File: src/rtl/cache_req_arbiter.sv
`default_nettype none
// ============================================================================
// Module   : cache_req_arbiter
// Purpose  : Two-requester round-robin arbiter in front of the direct-mapped
//            cache's core request/response port. One transaction is in flight
//            at a time. Each response is routed back to the port that issued
//            the request, and then the arbiter picks the next request.
// Ports    : clk, rst_n                  - clock (rising edge), async active-low reset
//            m0_req_* / m1_req_*         - requester request channels (valid/ready)
//            m0_resp_* / m1_resp_*       - one-cycle response pulses to requesters
//            core_req_*                  - request to the cache controller (valid/ready)
//            core_resp_*                 - cache response pulse (no backpressure)
//            timeout_err                 - one-cycle pulse on watchdog abort
// Options  : CACHE_ARB_TIMEOUT_EN        - enables the WAIT_RESP watchdog
//                                          (TIMEOUT_CYCLES); undefined = no watchdog
// Revision : 1.0 - initial release
// ============================================================================
module cache_req_arbiter #(
    parameter int ADDR_WIDTH     = 32,
    parameter int DATA_WIDTH     = 32,
    parameter int TIMEOUT_CYCLES = 256
) (
    input  logic                    clk,
    input  logic                    rst_n,

    input  logic                    m0_req_valid,
    output logic                    m0_req_ready,
    input  logic                    m0_req_we,
    input  logic [ADDR_WIDTH-1:0]   m0_req_addr,
    input  logic [DATA_WIDTH-1:0]   m0_req_wdata,
    input  logic [DATA_WIDTH/8-1:0] m0_req_wstrb,
    output logic                    m0_resp_valid,
    output logic                    m0_resp_is_write,
    output logic [DATA_WIDTH-1:0]   m0_resp_rdata,
    output logic [1:0]              m0_resp_resp,

    input  logic                    m1_req_valid,
    output logic                    m1_req_ready,
    input  logic                    m1_req_we,
    input  logic [ADDR_WIDTH-1:0]   m1_req_addr,
    input  logic [DATA_WIDTH-1:0]   m1_req_wdata,
    input  logic [DATA_WIDTH/8-1:0] m1_req_wstrb,
    output logic                    m1_resp_valid,
    output logic                    m1_resp_is_write,
    output logic [DATA_WIDTH-1:0]   m1_resp_rdata,
    output logic [1:0]              m1_resp_resp,

    output logic                    core_req_valid,
    input  logic                    core_req_ready,
    output logic                    core_req_we,
    output logic [ADDR_WIDTH-1:0]   core_req_addr,
    output logic [DATA_WIDTH-1:0]   core_req_wdata,
    output logic [DATA_WIDTH/8-1:0] core_req_wstrb,
    input  logic                    core_resp_valid,
    input  logic                    core_resp_is_write,
    input  logic [DATA_WIDTH-1:0]   core_resp_rdata,
    input  logic [1:0]              core_resp_resp,

    output logic                    timeout_err
);

    localparam int         c_STRB_W   = DATA_WIDTH / 8;
    localparam logic [1:0] c_ST_IDLE  = 2'd0;
    localparam logic [1:0] c_ST_ISSUE = 2'd1;
    localparam logic [1:0] c_ST_WAIT  = 2'd2;
    localparam logic [1:0] c_RESP_SLVERR = 2'b10;

    // The watchdog needs at least one counted cycle before it can fire.
    if (TIMEOUT_CYCLES < 2) begin : g_bad_timeout_cfg
        $error("cache_req_arbiter: TIMEOUT_CYCLES must be >= 2");
    end

    logic [1:0]            r_state;
    logic                  r_last_grant;
    logic                  r_owner;
    logic                  r_req_we;
    logic [ADDR_WIDTH-1:0] r_req_addr;
    logic [DATA_WIDTH-1:0] r_req_wdata;
    logic [c_STRB_W-1:0]   r_req_wstrb;

    logic                  r_m0_resp_valid;
    logic                  r_m0_resp_is_write;
    logic [DATA_WIDTH-1:0] r_m0_resp_rdata;
    logic [1:0]            r_m0_resp_resp;
    logic                  r_m1_resp_valid;
    logic                  r_m1_resp_is_write;
    logic [DATA_WIDTH-1:0] r_m1_resp_rdata;
    logic [1:0]            r_m1_resp_resp;
    logic                  r_timeout_err;

    logic                  w_idle;
    logic                  w_grant;
    logic                  w_accept;
    logic                  w_timeout;
    logic                  w_resp_fire;
    logic                  w_resp_is_write;
    logic [DATA_WIDTH-1:0] w_resp_rdata;
    logic [1:0]            w_resp_code;

    // ------------------------------------------------------------------
    // Grant selection: a lone requester always wins; on contention the
    // port that was not served last goes next.
    // ------------------------------------------------------------------
    always_comb begin
        w_grant = 1'b0;
        if (m0_req_valid && !m1_req_valid) begin
            w_grant = 1'b0;
        end else if (m1_req_valid && !m0_req_valid) begin
            w_grant = 1'b1;
        end else if (m0_req_valid && m1_req_valid) begin
            w_grant = ~r_last_grant;
        end
    end

    assign w_idle       = (r_state == c_ST_IDLE);
    assign m0_req_ready = w_idle && m0_req_valid && (w_grant == 1'b0);
    assign m1_req_ready = w_idle && m1_req_valid && (w_grant == 1'b1);
    assign w_accept     = m0_req_ready || m1_req_ready;

    // ------------------------------------------------------------------
    // Optional WAIT_RESP watchdog
    // ------------------------------------------------------------------
`ifdef CACHE_ARB_TIMEOUT_EN
    localparam int c_CNT_W = ($clog2(TIMEOUT_CYCLES) > 8) ? $clog2(TIMEOUT_CYCLES) : 8;
    localparam logic [c_CNT_W-1:0] c_CNT_LIMIT = c_CNT_W'(TIMEOUT_CYCLES - 1);

    logic [c_CNT_W-1:0] r_wait_cnt;

    always_ff @(posedge clk or negedge rst_n) begin
        if (!rst_n) begin
            r_wait_cnt <= '0;
        end else if ((r_state == c_ST_ISSUE) && core_req_ready) begin
            r_wait_cnt <= '0;
        end else if (r_state == c_ST_WAIT) begin
            r_wait_cnt <= r_wait_cnt + c_CNT_W'(1);
        end
    end

    // A real response arriving on the limit cycle takes priority.
    assign w_timeout = (r_state == c_ST_WAIT) && !core_resp_valid &&
                       (r_wait_cnt == c_CNT_LIMIT);
`else
    assign w_timeout = 1'b0;
`endif

    // ------------------------------------------------------------------
    // Response source: cache response, or a synthesized SLVERR on timeout
    // ------------------------------------------------------------------
    assign w_resp_fire     = (r_state == c_ST_WAIT) && (core_resp_valid || w_timeout);
    assign w_resp_is_write = core_resp_valid ? core_resp_is_write : r_req_we;
    assign w_resp_rdata    = core_resp_valid ? core_resp_rdata    : '0;
    assign w_resp_code     = core_resp_valid ? core_resp_resp     : c_RESP_SLVERR;

    // ------------------------------------------------------------------
    // Control FSM and request holding registers
    // ------------------------------------------------------------------
    always_ff @(posedge clk or negedge rst_n) begin
        if (!rst_n) begin
            r_state      <= c_ST_IDLE;
            r_last_grant <= 1'b1;
            r_owner      <= 1'b0;
            r_req_we     <= 1'b0;
            r_req_addr   <= '0;
            r_req_wdata  <= '0;
            r_req_wstrb  <= '0;
        end else begin
            case (r_state)
                c_ST_IDLE: begin
                    if (w_accept) begin
                        r_owner      <= w_grant;
                        r_last_grant <= w_grant;
                        r_req_we     <= w_grant ? m1_req_we    : m0_req_we;
                        r_req_addr   <= w_grant ? m1_req_addr  : m0_req_addr;
                        r_req_wdata  <= w_grant ? m1_req_wdata : m0_req_wdata;
                        r_req_wstrb  <= w_grant ? m1_req_wstrb : m0_req_wstrb;
                        r_state      <= c_ST_ISSUE;
                    end
                end
                c_ST_ISSUE: begin
                    if (core_req_ready) begin
                        r_state <= c_ST_WAIT;
                    end
                end
                c_ST_WAIT: begin
                    if (w_resp_fire) begin
                        r_state <= c_ST_IDLE;
                    end
                end
                default: begin
                    r_state <= c_ST_IDLE;
                end
            endcase
        end
    end

    // ------------------------------------------------------------------
    // Registered response outputs: only the owner's set is loaded, and
    // everything returns to zero the cycle after the pulse.
    // ------------------------------------------------------------------
    always_ff @(posedge clk or negedge rst_n) begin
        if (!rst_n) begin
            r_m0_resp_valid    <= 1'b0;
            r_m0_resp_is_write <= 1'b0;
            r_m0_resp_rdata    <= '0;
            r_m0_resp_resp     <= 2'b00;
            r_m1_resp_valid    <= 1'b0;
            r_m1_resp_is_write <= 1'b0;
            r_m1_resp_rdata    <= '0;
            r_m1_resp_resp     <= 2'b00;
            r_timeout_err      <= 1'b0;
        end else begin
            r_m0_resp_valid    <= w_resp_fire && !r_owner;
            r_m0_resp_is_write <= (w_resp_fire && !r_owner) ? w_resp_is_write : 1'b0;
            r_m0_resp_rdata    <= (w_resp_fire && !r_owner) ? w_resp_rdata    : '0;
            r_m0_resp_resp     <= (w_resp_fire && !r_owner) ? w_resp_code     : 2'b00;
            r_m1_resp_valid    <= w_resp_fire && r_owner;
            r_m1_resp_is_write <= (w_resp_fire && r_owner) ? w_resp_is_write : 1'b0;
            r_m1_resp_rdata    <= (w_resp_fire && r_owner) ? w_resp_rdata    : '0;
            r_m1_resp_resp     <= (w_resp_fire && r_owner) ? w_resp_code     : 2'b00;
            r_timeout_err      <= w_timeout;
        end
    end

    assign core_req_valid   = (r_state == c_ST_ISSUE);
    assign core_req_we      = r_req_we;
    assign core_req_addr    = r_req_addr;
    assign core_req_wdata   = r_req_wdata;
    assign core_req_wstrb   = r_req_wstrb;

    assign m0_resp_valid    = r_m0_resp_valid;
    assign m0_resp_is_write = r_m0_resp_is_write;
    assign m0_resp_rdata    = r_m0_resp_rdata;
    assign m0_resp_resp     = r_m0_resp_resp;
    assign m1_resp_valid    = r_m1_resp_valid;
    assign m1_resp_is_write = r_m1_resp_is_write;
    assign m1_resp_rdata    = r_m1_resp_rdata;
    assign m1_resp_resp     = r_m1_resp_resp;
    assign timeout_err      = r_timeout_err;

endmodule
`default_nettype wire
File: config.mk
export PLATFORM = sky130hd
export DESIGN_NAME = cache_req_arbiter
export DESIGN_NICKNAME = d
export VERILOG_FILES = /design/src/rtl/cache_req_arbiter.sv
export SDC_FILE = /design/constraint.sdc
export NUM_CORES = 1
export LEC_CHECK = 0
export CAP_MARGIN = 20
export CORE_MARGIN = 2
export CORE_UTILIZATION = 36
export DETAILED_ROUTE_END_ITERATION = 12
export GPL_TIMING_DRIVEN = 0
export PLACE_DENSITY = 0.8
export SYNTH_ARGS = -nofsm -noshare
export SYNTH_HDL_FRONTEND = slang
export SYNTH_SLANG_ARGS = --single-unit
File: constraint.sdc
create_clock -name clk -period 1.6 [get_ports clk]
set_input_delay 0.32 -clock clk [delete_from_list [all_inputs] [get_ports clk]]
set_output_delay 0.32 -clock clk [all_outputs]
set_load 0.005 [all_outputs]
==> impl_metrics.toml, run 1 <==
[job]
timing.max_cap.violations = 0

[cts]
cts.reportedPaths.clkPinSlew_ns = 0.06
htree_levels = 4
clock_path_buffers = 2
tritoncts = "built"
cts_root_buffer = "sky130_fd_sc_hd__clkbuf_16"
clkLatencyLatePin_ns = 0.42
cts-buffers-inserted = 17
clock_sinks = 145

[pwr]
power.density_nw_per_um2 = 1400
report.power.total_w = 0.01469
max-vdd-ir-drop_uv = 776.5
leakagePower_nw = 5.574

[detailed_routing]
antenna_left = 0
detailroute.via_count = 4477
post-route-drc-count = 0
wirelength_mm = 17.57
route.detailed.vias_per_inst = 4.550
first_pass_iters = 4
post_drt_wl_per_cell_um = 17.85
drt_iter0_drc = 79

[floorplanning]
dieArea_um2 = 18520
design.core.area_um2 = 17180
floorplan.io_pins = 324
initial_utilization = 0.3656
die_height_um = 136.1
die-width_um = 136.1
fp-row-count = 48

[critical_path]
timing.critical_path.from_type = "register"
r2r.worst_path.cells = 5
critical_path_start = "r_last_grant"
critical_path_class = "register to output port"
cp_max_fo = 4
arrival_ns = 1.47
worst_reg2reg_path_startpoint = "r_last_grant"
critPathCaptureType = "output port"
worst_ep_required_time_ns = 1.28
internal_reg_to_reg_setup_slack_ns = -0.15
regToRegEndpoint = "core_req_wdata[4]"
timing.critical_path.to = "m0_req_ready"

[logic_synthesis]
synthArstFlopShare = 1.000
synth.avg_cell_area_um2 = 15.86
synth_enable_flop_cells = 0
synth_largest_area_cell = "sky130_fd_sc_hd__dfrtp_1"
synthesis.instances = 396
synth_top_area_share = 0.5738
synth.area.top_cells = "sky130_fd_sc_hd__dfrtp_1 57%, sky130_fd_sc_hd__mux2_4 16%, sky130_fd_sc_hd__mux2_2 13%"
flop_and_latch_count_out_of_synthesis = 145
synth_top_flop_cell = "sky130_fd_sc_hd__dfrtp_1"
seq_area_frac_synth = 0.5780
synthesis.yosys.warnings = 0
synth_nets = 575
synthDistinctLibCells = 24
synth_area_um2 = 6280

[worst_hold_path]
timing.hold.worst.class = "primary input to register"

[sta]
timing_max_transition_violations_final = 0
fin_crit_sh = 1.120
rsz0062_at_grt = "true"
final_critical_path_setup_slack_ns = -0.1917
slew_headroom = 0.6518
fin_worst_skew_ns = 0.009970
final-setup-viol-count = 68
tightestPinTransition_ns = 0.5223
final.min_clock_period_ns = 1.792
report.final.hold_viol_count = 0
setup-tns-final_ns = -7.440
max_clock_freq_mhz = 558.1

[cells_and_area]
finish.cell_count_without_fillers = 984
layout.nets = 924
drive_gt1_frac = 0.2823
synthToLayoutAreaGrowth_pct = 67.09

[placement]
buffer_ports.inserted = 322
finalWeightedCongestion = 0.8011
dp_cells = 944
dp.final_hpwl_mm = 13.46

[global_route]
grt_util_all_layers = 0.1858
grt_first_pass_wirelength_mm = 25.75
grt_antenna_before_repair = 1
grt_start_max_net_pins = 92
global_route.overflow_total = 0
first_global_vias = 4866

[outcome]
outcome = "finished, violations left"
failing_checks = "setup timing"
## layer usage
metal | wire (um) | global-route usage
met5 | 0 | 0
met4 | 377 | 0.07581
met3 | 1954 | 0.08315
met2 | 9054 | 0.3353
met1 | 6181 | 0.1850
## worst max-delay path, cell delays in order (launching register included)
cell,delay (ns)
sky130_fd_sc_hd__dfstp_2,0.53
sky130_fd_sc_hd__a21bo_4,0.15
sky130_fd_sc_hd__buf_12,0.11
sky130_fd_sc_hd__and3_4,0.17
sky130_fd_sc_hd__buf_6,0.10
## state kept, by name (all words and copies together), names as in the netlist
register and count:
m1_resp_rdata 32, r_last_grant 1, core_req_addr 32, core_req_wdata 32
m1_resp_resp 2, m0_resp_rdata 32, m0_resp_valid 1, r_owner 1
m1_resp_is_write 1, m1_resp_valid 1, m0_resp_resp 2, r_state 2
core_req_wstrb 4, core_req_we 1, m0_resp_is_write 1
## how the worst min path moves through the flow
stage / slack (ns) / cells after the start / endpoint / from
after floorplan: 0.02 / 0 / core_req_addr[0] / rst_n
after global placement: 0.48 / 1 / m0_resp_is_write / r_owner
after detailed placement: 0.31 / 1 / core_req_wdata[7] / rst_n
after CTS: 0.32 / 2 / r_last_grant / m0_req_valid
after global routing: 0.35 / 2 / r_last_grant / m0_req_valid
final: 0.33 / 2 / r_last_grant / m0_req_valid
## through the flow
| stage | hold WS [ns] | cell area (um^2) | utilization | worst slack (ns) |
|---|---|---|---|---|
| finish | 0.3313 | 10490 | 0.6109 | -0.1917 |
| global placement | 0.4760 | 9784 | 0.5696 | -5.242 |
| floorplan | 0.02441 | 6280 | - | 0.004594 |
| CTS | 0.3157 | 10430 | 0.6070 | -0.2833 |
| detailed placement | 0.3084 | 9813 | 0.5713 | -0.9260 |
| global route | 0.3546 | 10490 | 0.6109 | -0.2348 |
## synthesized netlist by cell type (2+ instances only)
| library cell | n |
|---|---|
| sky130_fd_sc_hd__dfrtp_1 | 144 |
| sky130_fd_sc_hd__mux2_4 | 68 |
| sky130_fd_sc_hd__nor3_1 | 3 |
| sky130_fd_sc_hd__clkbuf_1 | 6 |
| sky130_fd_sc_hd__nor2_1 | 3 |
| sky130_fd_sc_hd__nand2b_1 | 2 |
| sky130_fd_sc_hd__o21ai_0 | 2 |
| sky130_fd_sc_hd__buf_4 | 2 |
| sky130_fd_sc_hd__clkbuf_8 | 6 |
| sky130_fd_sc_hd__nand2_1 | 2 |
| sky130_fd_sc_hd__mux2_2 | 70 |
| sky130_fd_sc_hd__and2_1 | 68 |
| sky130_fd_sc_hd__buf_12 | 8 |
| sky130_fd_sc_hd__inv_1 | 2 |
## cells in the final DEF (no fill, tap or decap), types with 2 or more instances in the layout
| cell | netlist | layout |
|---|---|---|
| sky130_fd_sc_hd__nand2_1 | 2 | 2 |
| sky130_fd_sc_hd__nor2_4 | 0 | 3 |
| sky130_fd_sc_hd__nor3_1 | 3 | 2 |
| sky130_fd_sc_hd__and2_1 | 68 | 68 |
| sky130_fd_sc_hd__buf_2 | 0 | 3 |
| sky130_fd_sc_hd__dlygate4sd2_1 | 0 | 94 |
| sky130_fd_sc_hd__bufinv_16 | 0 | 2 |
| sky130_fd_sc_hd__o21ai_0 | 2 | 2 |
| sky130_fd_sc_hd__clkinvlp_4 | 0 | 2 |
| sky130_fd_sc_hd__dfrtp_2 | 0 | 2 |
| sky130_fd_sc_hd__clkbuf_4 | 0 | 5 |
| sky130_fd_sc_hd__dfrtp_1 | 144 | 142 |
| sky130_fd_sc_hd__clkbuf_8 | 6 | 6 |
| sky130_fd_sc_hd__buf_6 | 0 | 3 |
| sky130_fd_sc_hd__buf_12 | 8 | 7 |
| sky130_fd_sc_hd__clkdlybuf4s50_1 | 0 | 189 |
| sky130_fd_sc_hd__mux2_2 | 70 | 68 |
| sky130_fd_sc_hd__dlymetal6s2s_1 | 0 | 35 |
| sky130_fd_sc_hd__inv_6 | 0 | 5 |
| sky130_fd_sc_hd__mux2_4 | 68 | 70 |
| sky130_fd_sc_hd__clkinv_2 | 0 | 2 |
| sky130_fd_sc_hd__buf_4 | 2 | 8 |
| sky130_fd_sc_hd__clkbuf_16 | 0 | 17 |
## logic make-up after synthesis
group	share of synthesized area
multiplexers	0.2897
AO/OA/AOI/OAI	0.008569
flip-flops	0.5780
other	0.0005972
buffers and inverters	0.04582
AND/OR/NAND/NOR	0.07731
## where the power goes
part	leakage (nW)	switching (W)	total (W)	internal, W
sequential	1.85	0.000522	0.00529	0.00476
combinational	3.43	0.00200	0.00545	0.00345
clock	0.287	0.00159	0.00396	0.00237
## what timing repair did
action / CTS / global route
resized for setup: 129 / 53
hold buffers: 1 / 0
buffers inserted: 8 / 2
cloned: 0 / 0
endpoints found under the setup margin: 222 / 146
pin swaps: 1 / 3
endpoints found under the hold margin: 54 / 0
## cell type report
type                            instances  area, um^2
Antenna cell                            1       2.502
Buffer                                 21       281.5
Clock buffer                           19       442.9
Clock inverter                         13       148.9
Fill cell                            1390        6684
Inverter                                2       7.507
Multi-Input combinational cell        227        2416
Sequential cell                       145        3632
Tap cell                              225       281.5
Timing Repair Buffer                  331        3279
Note: power is estimated with default switching activity, not from simulation.
==> inputs of run 2 (changes only) <==
Settings changed: PLACE_DENSITY 0.8 to 0.84.
==> run 2 against run 1 <==
Against the previous run: the run still ends with setup timing left; critical path depth unchanged; hold slack improved by 0.025 ns; global-route usage decreased by 0.39 points; die area unchanged; clock power increased by 3%; sequential power decreased by 0.8%; sequential share of layout area decreased by 0.33 points; non-clock buffer count increased by 2; highest routed layer unchanged.
==> impl_metrics.toml, run 2 (synthesis gave the netlist of run 1 again) <==
[placement]
dp.final_hpwl_mm = 13.21
preCtsSetupSlack_ns = -1.032
buffer_ports.inserted = 322
finalWeightedCongestion = 0.7654

[outcome]
outcome = "finished, violations left"
failing_checks = "setup timing"

[critical_path]
worst_reg2reg_path_startpoint = "r_last_grant"
worst_ep_required_time_ns = 1.28
internal_reg_to_reg_setup_slack_ns = -0.15
regToRegEndpoint = "core_req_addr[7]"
critical_path_class = "register to output port"
cp_max_fo = 3
r2r.worst_path.cells = 5
critPathCaptureType = "output port"
arrival_ns = 1.50
timing.critical_path.from_type = "register"

[worst_hold_path]
timing.hold.worst.class = "primary input to register"
hold_end = "r_last_grant"
whs_path_depth = 3
min_from = "m1_req_valid"

[pwr]
max-vdd-ir-drop_uv = 860.1
report.power.total_w = 0.01484
power.density_nw_per_um2 = 1402
leakagePower_nw = 5.795

[cts]
clkLatencyLatePin_ns = 0.41
clock_sinks = 145
htree_levels = 4
tritoncts = "built"
cts_root_buffer = "sky130_fd_sc_hd__clkbuf_16"
cts.reportedPaths.clkPinSlew_ns = 0.07
clock_path_buffers = 2
cts-buffers-inserted = 17

[cells_and_area]
antenna_cells = 0
most-common-layout-cells = "187 x sky130_fd_sc_hd__clkdlybuf4s50_1, 143 x sky130_fd_sc_hd__dfrtp_1, 79 x sky130_fd_sc_hd__dlygate4sd2_1"
synthToLayoutAreaGrowth_pct = 68.62
drive_gt1_frac = 0.2842
final_common_cell = "sky130_fd_sc_hd__clkdlybuf4s50_1"
layout.nets = 926

[sta]
report.final.hold_viol_count = 0
rsz0062_at_grt = "true"
final_critical_path_setup_slack_ns = -0.2173
tightestPinTransition_ns = 0.6835
fin_worst_skew_ns = 0.008392
max_clock_freq_mhz = 550.3
timing_max_transition_violations_final = 0
final-setup-viol-count = 70
final.min_clock_period_ns = 1.817
fin_crit_sh = 1.136
slew_headroom = 0.5443

[detailed_routing]
antenna_left = 0
detailroute.via_count = 4446
drt_iter0_drc = 95
wirelength_mm = 17.42
post_drt_wl_per_cell_um = 17.69
post-route-drc-count = 0
first_pass_iters = 4
route.detailed.vias_per_inst = 4.514

[global_route]
grt_util_all_layers = 0.1819
grt_antenna_before_repair = 0
grt_first_pass_wirelength_mm = 25.20
global_route.overflow_total = 0
first_global_vias = 4644
grt_start_max_net_pins = 77

[floorplanning]
initial_utilization = 0.3656
fp-row-count = 48
design.core.area_um2 = 17180
dieArea_um2 = 18520
die-width_um = 136.1
die_height_um = 136.1
floorplan.io_pins = 324

[job]
timing.max_cap.violations = 0
run 2: cell types whose count changed in the layout (fill, tap and decap cells not counted), sizes merged:
cell,before,now
dlymetal6s2s,35,52
dlygate4sd2,94,79
inv,8,13
clkdlybuf4s50,189,187
buf,23,24
bufinv,2,1
clkbuf,29,28
clkinv,3,2
clkinvlp,2,1
diode,1,0
run 2: stage by stage:
stage | area (um^2) | setup TNS (ns) | util | cells | hold slack, ns
2_1_floorplan | 6280 | 0 | - | 396 | 0.02441
3_5_place_dp | 9813 | -73.32 | 0.5713 | 944 | 0.3864
3_3_place_gp | 9784 | -874.54 | 0.5696 | 943 | 0.4755
4_1_cts | 10430 | -18.52 | 0.6072 | 983 | 0.3400
5_1_grt | 10590 | -12.99 | 0.6165 | 985 | 0.3847
6_report | 10590 | -8.888 | 0.6165 | 985 | 0.3561
run 2: worst max-delay path by stage:
stage	from	end	slack [ns]	depth (start not counted)
6_report	r_last_grant	m0_req_ready	-0.22	4
3_5_place_dp	m0_req_valid	m1_req_ready	-1.03	6
3_3_place_gp	rst_n	core_req_wdata[19]	-5.59	1
5_1_grt	r_last_grant	m0_req_ready	-0.28	4
2_1_floorplan	r_last_grant	core_req_addr[10]	0.005	5
4_1_cts	r_last_grant	m0_req_ready	-0.31	5
run 2: cell type report:
| type | count | area [um^2] |
|---|---|---|
| fill | 1332 | 6588 |
| sequential | 145 | 3631 |
| timing repair buffer | 333 | 3374 |
| multi-input combinational | 227 | 2412 |
| clock buffer | 17 | 425.4 |
| tap | 225 | 281.5 |
| buffer | 21 | 270.3 |
| clock inverter | 15 | 183.9 |
| inverter | 2 | 10.01 |
run 2: report_power, final:
| part | switching [W] | internal, W |
|---|---|---|
| Combinational | 0.00203 | 0.00350 |
| Clock | 0.00180 | 0.00226 |
| Sequential | 0.000496 | 0.00476 |
| Total | 0.00432 | 0.0105 |
run 2: per-layer routing:
| layer | vias to the layer above | global-route usage | part of all wire |
|---|---|---|---|
| li1 | 2052 | - | - |
| met1 | 2157 | 0.1836 | 0.34 |
| met2 | 219 | 0.3233 | 0.52 |
| met3 | 18 | 0.09843 | 0.12 |
| met4 | 0 | 0.05208 | 0.014 |
| met5 | - | 0 | 0 |
run 2: timing repair:
action	CTS	global route
hold buffers	1	0
gates resized for setup	110	65
endpoints found under the hold margin	75	0
endpoints found under the setup margin	209	163
pin swaps	1	2
buffers inserted	6	3
run 2: critical path, cell delays in order (launching register included):
cell	delay (ns)
sky130_fd_sc_hd__dfstp_2	0.54
sky130_fd_sc_hd__a21bo_4	0.15
sky130_fd_sc_hd__buf_12	0.11
sky130_fd_sc_hd__and3_4	0.19
sky130_fd_sc_hd__buf_6	0.10
